File: src/rtl/fizzbuzz_pkg.sv
// Shared types for the FizzBuzz stream generator: beat classification,
// controller states, and residue-width sizing.
package fizzbuzz_pkg;

  typedef enum logic [1:0] {
    NUM      = 2'd0,
    FIZZ     = 2'd1,
    BUZZ     = 2'd2,
    FIZZBUZZ = 2'd3
  } kind_t;

  typedef enum logic {
    IDLE = 1'b0,
    RUN  = 1'b1
  } state_t;

  function automatic int res_width(input int div);
    return $clog2(div);
  endfunction

endpackage

File: src/rtl/fizzbuzz_stream_mod_counter.sv
// Incremental residue tracker: loads value % DIV once, then steps with wrap.
// Updates one cycle after load/adv; no flow control of its own.
module mod_counter
  import fizzbuzz_pkg::*;
#(
  parameter int WIDTH = 8,
  parameter int DIV   = 3
) (
  input  logic                      clk,
  input  logic                      rst,
  input  logic                      load,
  input  logic [WIDTH-1:0]          load_val,
  input  logic                      adv,
  output logic [res_width(DIV)-1:0] res,
  output logic                      zero
);

  localparam int RW = res_width(DIV);
  localparam logic [RW-1:0] RES_TOP = RW'(DIV - 1);

  generate
    if (DIV < 2 || DIV > (2 ** WIDTH) - 1) begin : g_bad_div
      $error("mod_counter: DIV must lie in 2..2^WIDTH-1");
    end
  endgenerate

  // The modulo is by a constant and only used on load, so no runtime divider.
  always_ff @(posedge clk) begin
    if (rst) begin
      res <= '0;
    end else if (load) begin
      res <= RW'(32'(load_val) % DIV);
    end else if (adv) begin
      res <= (res == RES_TOP) ? '0 : res + 1'b1;
    end
  end

  assign zero = (res == '0);

endmodule

File: src/rtl/fizzbuzz_stream.sv
// Walks first..last emitting one tagged beat per accepted transfer; first beat
// one cycle after start, holds stable under out_ready stalls.
module fizzbuzz_stream
  import fizzbuzz_pkg::*;
#(
  parameter int WIDTH    = 8,
  parameter int FIZZ_DIV = 3,
  parameter int BUZZ_DIV = 5
) (
  input  logic             clk,
  input  logic             rst,
  input  logic             start,
  input  logic [WIDTH-1:0] first,
  input  logic [WIDTH-1:0] last,
  output logic             out_valid,
  input  logic             out_ready,
  output logic [WIDTH-1:0] out_n,
  output logic             out_fizz,
  output logic             out_buzz,
  output logic [1:0]       out_kind,
  output logic             out_last,
  output logic             busy,
  output logic             range_err
);

  state_t state, state_nx;
  logic [WIDTH-1:0] n_q, last_q;
  logic range_err_q;
  logic xfer, at_last, load, reject, adv;
  logic fizz_zero, buzz_zero;
  logic [res_width(FIZZ_DIV)-1:0] fizz_res;
  logic [res_width(BUZZ_DIV)-1:0] buzz_res;
  logic unused_res;
  kind_t kind;

  assign at_last = (n_q == last_q);
  assign xfer    = out_valid & out_ready;
  assign load    = (state == IDLE) & start & (first <= last);
  assign reject  = (state == IDLE) & start & (first > last);
  // Residues freeze on the final beat so they never step past last.
  assign adv     = xfer & ~at_last;
  assign unused_res = ^{fizz_res, buzz_res};

  mod_counter #(.WIDTH(WIDTH), .DIV(FIZZ_DIV)) u_fizz (
    .clk(clk), .rst(rst), .load(load), .load_val(first), .adv(adv),
    .res(fizz_res), .zero(fizz_zero)
  );

  mod_counter #(.WIDTH(WIDTH), .DIV(BUZZ_DIV)) u_buzz (
    .clk(clk), .rst(rst), .load(load), .load_val(first), .adv(adv),
    .res(buzz_res), .zero(buzz_zero)
  );

  always_ff @(posedge clk) begin
    if (rst) begin
      state       <= IDLE;
      n_q         <= '0;
      last_q      <= '0;
      range_err_q <= 1'b0;
    end else begin
      state       <= state_nx;
      range_err_q <= reject;
      if (load) begin
        n_q    <= first;
        last_q <= last;
      end else if (adv) begin
        n_q <= n_q + 1'b1;
      end
    end
  end

  always_comb begin
    state_nx = state;
    case (state)
      IDLE:    if (load) state_nx = RUN;
      RUN:     if (xfer && at_last) state_nx = IDLE;
      default: state_nx = IDLE;
    endcase
  end

  always_comb begin
    out_valid = (state == RUN);
    busy      = (state == RUN);
    out_n     = n_q;
    out_fizz  = fizz_zero;
    out_buzz  = buzz_zero;
    kind      = kind_t'({buzz_zero, fizz_zero});
    out_kind  = kind;
    out_last  = (state == RUN) & at_last;
    range_err = range_err_q;
  end

endmodule
File: config.mk
export PLATFORM = sky130hd
export DESIGN_NAME = fizzbuzz_stream
export DESIGN_NICKNAME = d
export VERILOG_FILES = /design/src/rtl/fizzbuzz_pkg.sv /design/src/rtl/fizzbuzz_stream_mod_counter.sv /design/src/rtl/fizzbuzz_stream.sv
export SDC_FILE = /design/constraint.sdc
export NUM_CORES = 1
export LEC_CHECK = 0
export ABC_AREA = 1
export BUFFER_PORTS_ARGS = -buffer_cell sky130_fd_sc_hd__buf_2
export CELL_PAD_IN_SITES_DETAIL_PLACEMENT = 0
export CELL_PAD_IN_SITES_GLOBAL_PLACEMENT = 1
export CORE_AREA = 8 8 102 104
export DETAILED_ROUTE_END_ITERATION = 8
export DIE_AREA = 0 0 110 112
export HOLD_SLACK_MARGIN = 0.12
export PLACE_DENSITY_LB_ADDON = 0.12
export SLEW_MARGIN = 30
export SYNTH_ARGS = -nofsm -noshare
export SYNTH_HDL_FRONTEND = slang
export SYNTH_SLANG_ARGS = --single-unit
File: constraint.sdc
create_clock -name clk -period 6.3 [get_ports clk]
set_input_delay 0.315 -clock clk [delete_from_list [all_inputs] [get_ports clk]]
set_output_delay 0.315 -clock clk [all_outputs]
set_load 0.005 [all_outputs]
Yosys cells after proc, flatten, opt, wreduce, memory -nomap -nowiden
Cells that the tools add are included.
- flip-flop bits (word level): 23
- input bits: 20
- output and inout port bits: 16
- logic and storage cells: 39
- add/sub/neg operators: 3
- div/mod/pow operators: 2
- magnitude comparators: 2
- equality and inequality tests: 3
- muxes and demuxes: 11
- bitwise operators: 8
- reduce and logical (&&, ||, !) cells: 4
- operator list (kind ; count):
    8-bit by 2-bit remainder unit with 32-bit output (second input constant) ; 1
    8-bit by 3-bit remainder unit with 32-bit output (second input constant) ; 1
    8-bit two-way mux ; 2
    3-bit two-way mux ; 3
    8-bit by 1-bit adder with 8-bit output (second input constant) ; 1
    8-bit == test ; 1
    8-bit greater-than comparator ; 1
    8-bit <= comparator ; 1
    1-bit bitwise AND ; 6
    2-bit two-way mux ; 3
    3-bit by 1-bit adder with 3-bit output (second input constant) ; 1
    3-bit == test (second input constant) ; 1
    3-bit zero test ; 1
    2-bit by 1-bit adder with 2-bit output (second input constant) ; 1
    2-bit == test (second input constant) ; 1
    2-bit zero test ; 1
    1-bit two-way mux ; 2
    1-bit NOT ; 2
    1-bit case mux with 2 select lines ; 1
    2-bit nonzero test ; 1
    1-bit logical AND ; 1

Longest topological paths before layout
Gate-level depths: netlist (run 1).
- word-level depth: 5
- depth in mapped cells: 38
- gate-level depth less buffers: 37

Modules after synthesis
From an unflattened synthesis (run 1), not the netlist that was laid out.
- cell total of the unflattened synthesis: 533
- area, all modules: 3316.9 µm²
- modules (own cells, without submodules) (module ; times used ; cells an instance ; area each (µm²) ; seq. area each (µm²)):
    mod_counter at u_buzz ; 1 ; 230 ; 1331.3 ; 60.1
    fizzbuzz_stream ; 1 ; 184 ; 1300.0 ; 360.3
    mod_counter at u_fizz ; 1 ; 119 ; 685.7 ; 40.0

Worst setup path after synthesis (run 1)
OpenSTA, ideal clock, no wires.
- kind: input to register
- start: in first[6]
- end: reg u_buzz.res[2]
- library setup time: 0.067 ns
- arrival: 3.881 ns
- required time: 6.233 ns
- slack: 2.352 ns
- cell stages on the path: 37
- path buffers: 2
- cells stage by stage: inv_2 nand2_4 ha_1 inv_1 nand2_2 nand2_2 nand2_2 inv_2 nand2_1 nand2_1 nor2_4 nand4_1 nand2_2 inv_2 nand2_4 buf_6 nand4_1 nand2_1 inv_1 ha_1 inv_1 nand3_1 nand2_1 nand2_1 nor2_4 nand2_4 buf_6 xor2_1 ha_1 inv_1 nand3_1 nand3_1 nor2_1 nand3_1 nand3_1 nand2_1 a21oi_2
- word-level cells in the longest chain between the ends: 3
- elaborated cells on any way between the ends: 5
- classes of those cells: div: 1; order compare: 1; mux: 1; bitwise: 1; reduce/logical: 1
- ends and longest elaborated chain (element ; line ; text):
    from (decl) ; fizzbuzz_stream.sv:13 ; input logic [WIDTH-1:0] first,
    parallel branches: the longest is 3 deep, another holds 8-bit by 3-bit remainder unit with 32-bit output ; - ;
    to (signal assigned) ; fizzbuzz_stream_mod_counter.sv:32 ; res <= RW'(32'(load_val) % DIV);
    to (signal assigned) ; fizzbuzz_stream_mod_counter.sv:34 ; res <= (res == RES_TOP) ? '0 : res + 1'b1;
    to (decl) ; fizzbuzz_stream_mod_counter.sv:14 ; output logic [res_width(DIV)-1:0] res,
Parallel ways; which one is timed is not known.
A chain may end at the register's enable or synchronous reset.

Worst setup path in the final report (run 1)
- start: in first[7]
- end: reg u_fizz.res[1]
- word-level cells in the longest chain between the ends: 3
- elaborated cells on any way between the ends: 5
- classes of those cells: div: 1; order compare: 1; mux: 1; bitwise: 1; reduce/logical: 1
- ends and longest elaborated chain (element ; line):
    parallel branches: the longest is 3 deep, another holds 8-bit by 2-bit remainder unit with 32-bit output ; -
    to (signal assigned) ; fizzbuzz_stream_mod_counter.sv:32
    to (signal assigned) ; fizzbuzz_stream_mod_counter.sv:34
    to (decl) ; fizzbuzz_stream_mod_counter.sv:14
Parallel ways; which one is timed is not known.

==> results.toml, run 1 <==
[place]
dp_hpwl_mm = 6.571
dp_slack_ns = 1.557
routabilityCongestion = 0.7800
io_buffers = 35

[synth]
avgSynthCellArea_um2 = 5.982
synth_cell_types = 36
synthCells = 497
synth.most_common_cell = "nand2_1"
synth_top_area_share_pct = 16.16
ys_top_cells_by_area = "nand2_1 16%, dfxtp_1 15%, nand3_1 8.8%"
synth_area_um2 = 2973
ys_ff_latch = 23
yosysSeqAreaShare_pct = 15.49
synth_top_cell_by_area = "nand2_1"
synthArstFlopShare_pct = 0
synth_edf_count = 0
syn-num-nets = 536
yosys_warnings = 0
synthTopCellsByCount = "128 x nand2_1, 63 x inv_1, 52 x nand3_1"
synth_ff_type = "dfxtp_1"

[timing]
timing.fmax_mhz = 223.8
rsz0062_at_grt = "false"
period_needed_ns = 4.469
final.setup.worst_slack_ns = 1.831
worst_slew_pin_slew_ns = 0.7577
setup_viol = 0
slew_headroom_pct = 49.30
report.final.slew_viol_count = 0
period_share_pct = 70.94
hold_viol_final = 0
fin_setup_tns_ns = 0
fin_worst_skew_ns = 0.006247

[run_status]
status = "complete, no violations"

[floorplan]
row_count = 35
core_area_um2 = 8890
initial_utilization_pct = 33.44
fp.dieArea_um2 = 12320
die_x_um = 110
pin_count = 36
die_h_um = 112

[setup_path]
r2r_end = "u_fizz.res[0]"
required_ns = 6.46
rrSetupSlack_ns = 3.15
r2r_start = "out_n[0]"
end_kind = "register"
critPathLaunchType = "primary input"
crit_family = "simple AND/OR/NAND/NOR gates"
crit_path_top_delay_cell = "ha_1"
r2r_cells = 10
cp_slowest_stage_delay_ns = 0.29
crit_top_cell = "nand3_1"
arrival_ns = 4.63
crit_type = "primary input to register"
path_max_fanout = 14
critPathBufInv = 4

[power_and_ir_drop]
p_leak_nw = 1.699
cellPowerDensity_nw_per_um2 = 215.0
ir_drop_v = 0.00008589

[global_route]
grt_pass1_vias = 2951
grt_max_degree = 27
overflow = 0
antenna_found_initial = 0
grt_pass1_wl_mm = 13.68
grt.total_usage_pct = 13.08

[route]
firstDrtPassIters = 5
vias_per_cell = 4.809
wl_mm = 7.863
wl_per_cell_um = 12.42
drt_iter0_drc = 111
vias = 3044
ant_nets = 0
drc = 0

[flow_run]
maxCapViolCount = 0

[final_layout]
diodes = 0
fin_nets = 562
area_growth_syn_to_layout_pct = 9.259
layout-drive-gt1-share_pct = 16.67

[clock_tree]
path_clk_slew_ns = 0.09
cts_tree = "built"
cts-root-buf = "clkbuf_8"
holdBufCountCts = 0
clock_latency_ns = 0.27
cts.sinks = 23
cts_resized = 0
htreeDepth = 1
postCtsSetupBuffers = 0
cts_buffer_depth = 2
cts-buffers-inserted = 3

[worst_hold_path]
min_delay_path_depth = 3
hold_path_end = "range_err"
hold_path.startpoint = "start"
min_path_type = "primary input to register"
==> flip-flops by register name, summed over array words and instances, names as in the netlist <==
register and cells:
range_err 1, u_fizz.res 2, last_q 8, u_buzz.res 3
busy 1, out_n 8
==> worst min-delay path, delay by kind of cell <==
kind	cells	cell delay [ns]
buf+inv	1	0.10
simple gates	2	0.11
==> per-stage QoR <==
stage | cell area (µm²) | hold WS (ns) | utilization, % | cells | total power (W)
2_1_floorplan | 2973 | 0.4595 | - | 497 | 0.0005229
3_3_place_gp | 3203 | 0.4892 | 36.03 | 629 | 0.0006126
3_5_place_dp | 3203 | 0.5008 | 36.03 | 629 | 0.0006102
4_1_cts | 3248 | 0.2998 | 36.54 | 633 | 0.0007058
5_1_grt | 3248 | 0.3002 | 36.54 | 633 | 0.0007792
6_report | 3248 | 0.3032 | 36.54 | 633 | 0.0006985
==> worst max path at each step <==
stage,start,depth (start not counted),end,slack (ns)
2_1_floorplan,first[6],37,u_buzz.res[2],2.35
3_3_place_gp,first[7],31,u_fizz.res[1],1.51
3_5_place_dp,first[7],31,u_fizz.res[1],1.56
4_1_cts,first[7],31,u_fizz.res[1],1.82
5_1_grt,first[7],31,u_fizz.res[1],1.21
6_report,first[7],31,u_fizz.res[1],1.83
==> metal layers <==
metal,up-vias,wire (µm),share of wire [%],track usage [%]
li1,1671,-,-,-
met1,1334,4044,51,17.94
met2,37,3536,45,21.23
met3,2,257,3.3,2.195
met4,0,25,0.32,1.351
met5,-,0,0,0
==> power breakdown <==
part	total (W)	leakage, nW	internal (W)	switching [W]
logic	0.000428	1.49	0.000149	0.000280
clock network	0.0000932	0.0228	0.0000452	0.0000481
registers	0.000177	0.189	0.000161	0.0000158
total	0.000698	1.70	0.000355	0.000343
==> cells by family (layout without fill, tap and decap cells) <==
family / Yosys count / count (layout) / share of synthesized area (%)
AOI/OAI and AO/OA: 68 / 68 / 12.75
adders and majority gates: 19 / 19 / 7.997
and+or+nand+nor: 283 / 283 / 46.38
xor gates and xnor gates: 19 / 19 / 5.598
DFF: 23 / 23 / 15.49
buffers and inverters: 85 / 110 / 11.78
==> placed cells by master (no fill, tap or decap) <==
cell type  Yosys  layout
a211oi_1       1       1
a21boi_2       1       1
a21oi_1       18      18
a21oi_2        3       3
a31oi_1        8       8
buf_2          1      35
clkbuf_1       7       1
clkbuf_8       0       3
clkinv_1       2       2
dfxtp_1       23      23
ha_1          19      19
inv_1         63      63
inv_2          6       6
nand2_1      128     128
nand2_2       18      18
nand2_4        4       4
nand3_1       52      52
nand3_2        8       8
nand3_4        1       1
nand3b_1       4       4
nand4_1       21      21
nor2_1        34      34
nor2_2         4       4
nor2_4         3       3
nor3_1         3       3
o211ai_1       2       2
o21ai_0       28      28
o21ai_1        5       5
o21bai_1       1       1
o22ai_1        1       1
or2_1          1       1
or2_2          1       1
or4_1          1       1
xnor2_1        8       8
xor2_1        11      11
==> area by class of cell <==
type / count / area, µm²
well taps: 111 / 138.9
clock buffers: 4 / 45.04
inverters: 71 / 266.5
repair buffers: 35 / 175.2
multi-input cells: 389 / 2162
flip-flops and latches: 23 / 460.4
fillers: 1019 / 5642
Power figures use the tool's default switching activity.
==> inputs of run 2 (changes only) <==
==> constraint.sdc (replaced) <==
create_clock -name clk -period 4 [get_ports clk]
set_input_delay 0.2 -clock clk [delete_from_list [all_inputs] [get_ports clk]]
set_output_delay 0.2 -clock clk [all_outputs]
set_load 0.005 [all_outputs]
==> results.toml, run 2 (synthesis gave the netlist of run 1 again) <==
[power_and_ir_drop]
internal_power_w = 0.0006910
p_leak_nw = 2.015
ir_drop_v = 0.0001295
p_clk_share_pct = 11.7
share_comb_of_total_power_pct = 66.4
p_sw_w = 0.0005786
p_total_w = 0.001270
p_sw_share_pct = 45.57
p_seq_share_pct = 21.9
cellPowerDensity_nw_per_um2 = 330.0

[timing]
timing.fmax_mhz = 273.4
period_share_pct = 91.43
worst_slew_pin_slew_ns = 0.4077
setup_viol = 0
report.final.slew_viol_count = 0
slew_headroom_pct = 72.53
period_needed_ns = 3.657
final.setup.worst_slack_ns = 0.3429
fin_setup_tns_ns = 0
hold_viol_final = 0
fin_worst_skew_ns = 0.004606

[route]
drc = 0
vias = 3341
wl_per_cell_um = 11.55
vias_per_cell = 4.800
drt_iter0_drc = 91
wl_mm = 8.042
firstDrtPassIters = 4
ant_nets = 0

[final_layout]
area_growth_syn_to_layout_pct = 29.42
diodes = 0
final_design_area_no_fill_um2 = 3847
final_common_cell = "nand2_1"
regArea_um2 = 460.4
layout-drive-gt1-share_pct = 29.40
fin_nets = 625
final_util_pct = 43.28
layout_common_cells = "125 x nand2_1, 63 x buf_4, 61 x inv_1"
n_fill_cell = 992
multi_input_area_um2 = 2282

[setup_path]
required_ns = 4.22
cp_slowest_stage_delay_ns = 0.25
crit_top_cell = "nand2_1"
rrSetupSlack_ns = 1.44
r2r_start = "out_n[0]"
cp-startpoint = "first[7]"
crit_path_top_delay_cell = "ha_4"
arrival_ns = 3.87
r2r_cells = 10
crit_type = "primary input to register"
path_max_fanout = 5
crit_end = "u_fizz.res[0]"
end_kind = "register"
critPathLaunchType = "primary input"
r2r_end = "u_fizz.res[0]"

[floorplan]
pin_count = 36
die_h_um = 112
fp.dieArea_um2 = 12320
core_area_um2 = 8890
row_count = 35
initial_utilization_pct = 33.44
die_x_um = 110

[clock_tree]
htreeDepth = 1
cts.sinks = 23
cts-root-buf = "clkbuf_8"
cts_tree = "built"
cts_buffer_depth = 2
clock_latency_ns = 0.27
cts-buffers-inserted = 3
path_clk_slew_ns = 0.08

[worst_hold_path]
min_path_type = "primary input to register"
min_delay_path_depth = 3
hold_path.startpoint = "start"

[place]
dp_slack_ns = -0.1799
io_buffers = 35
dp_hpwl_mm = 6.777
routabilityCongestion = 0.7994
placement.cell_area_um2 = 3616

[global_route]
grt_pass1_wl_mm = 13.97
grt_max_degree = 27
grt_pass1_vias = 3151
antenna_found_initial = 0
grt.total_usage_pct = 13.23
overflow = 0

[run_status]
status = "complete, no violations"

[flow_run]
maxCapViolCount = 0
==> run 2: changes by cell type in the layout (fill, tap and decap cells not counted), moves of 3 or more <==
cell	before	now
nor2_2	4	8
nand3_1	52	45
nand2_1	128	125
buf_4	0	63
nand2_2	18	21
nand3_2	8	13
nor2_1	34	29
==> run 2: layout make-up <==
cell class / instances / share of cell area [%]
Multi-Input combinational cell: 389 / 59.32
Sequential cell: 23 / 11.97
Clock buffer: 4 / 1.171
Inverter: 71 / 6.927
Timing Repair Buffer: 98 / 17.01
Tap cell: 111 / 3.610
==> run 2: what timing repair did <==
action | CTS | global route
hold buffers | 0 | 0
setup endpoints to repair | 0 | 5
buffers inserted | 0 | 8
gates resized for setup | 0 | 31
==> run 2: power by group through the flow <==
stage | sequential, W | combinational, W | clock [W]
2_1_floorplan | 0.000280 | 0.000544 | 0
3_5_place_dp | 0.000284 | 0.000801 | 0
4_1_cts | 0.000279 | 0.000804 | 0.000152
6_report | 0.000279 | 0.000843 | 0.000148
5_1_grt | 0.000284 | 0.000962 | 0.000163
3_3_place_gp | 0.000284 | 0.000798 | 0
==> run 2: worst min path at each step <==
stage,to
global placement,last_q[6]
global route,range_err
finish,range_err
floorplan,range_err
CTS,range_err
detailed placement,range_err
==> run 2: per-stage QoR <==
step | std cells | hold slack [ns]
after floorplan | 497 | 0.3445
after global placement | 684 | 0.4610
after detailed placement | 684 | 0.4741
after CTS | 688 | 0.1858
after global routing | 696 | 0.1881
final | 696 | 0.1896
==> run 2: critical path: cells and delay by family <==
family	cells	cell delay, ns
buffers and inverters	5	0.37
adder cells (fa/ha/maj)	3	0.60
XOR/XNOR	1	0.20
AO/OA/AOI/OAI	3	0.41
AND/OR/NAND/NOR	20	2.08
==> run 2: layer usage <==
metal  track usage (%)  part of all wire (%)
met4             1.081                  0.50
met2             22.23                    47
met3             2.542                   3.9
met1             17.44                    49
met5                 0                     0
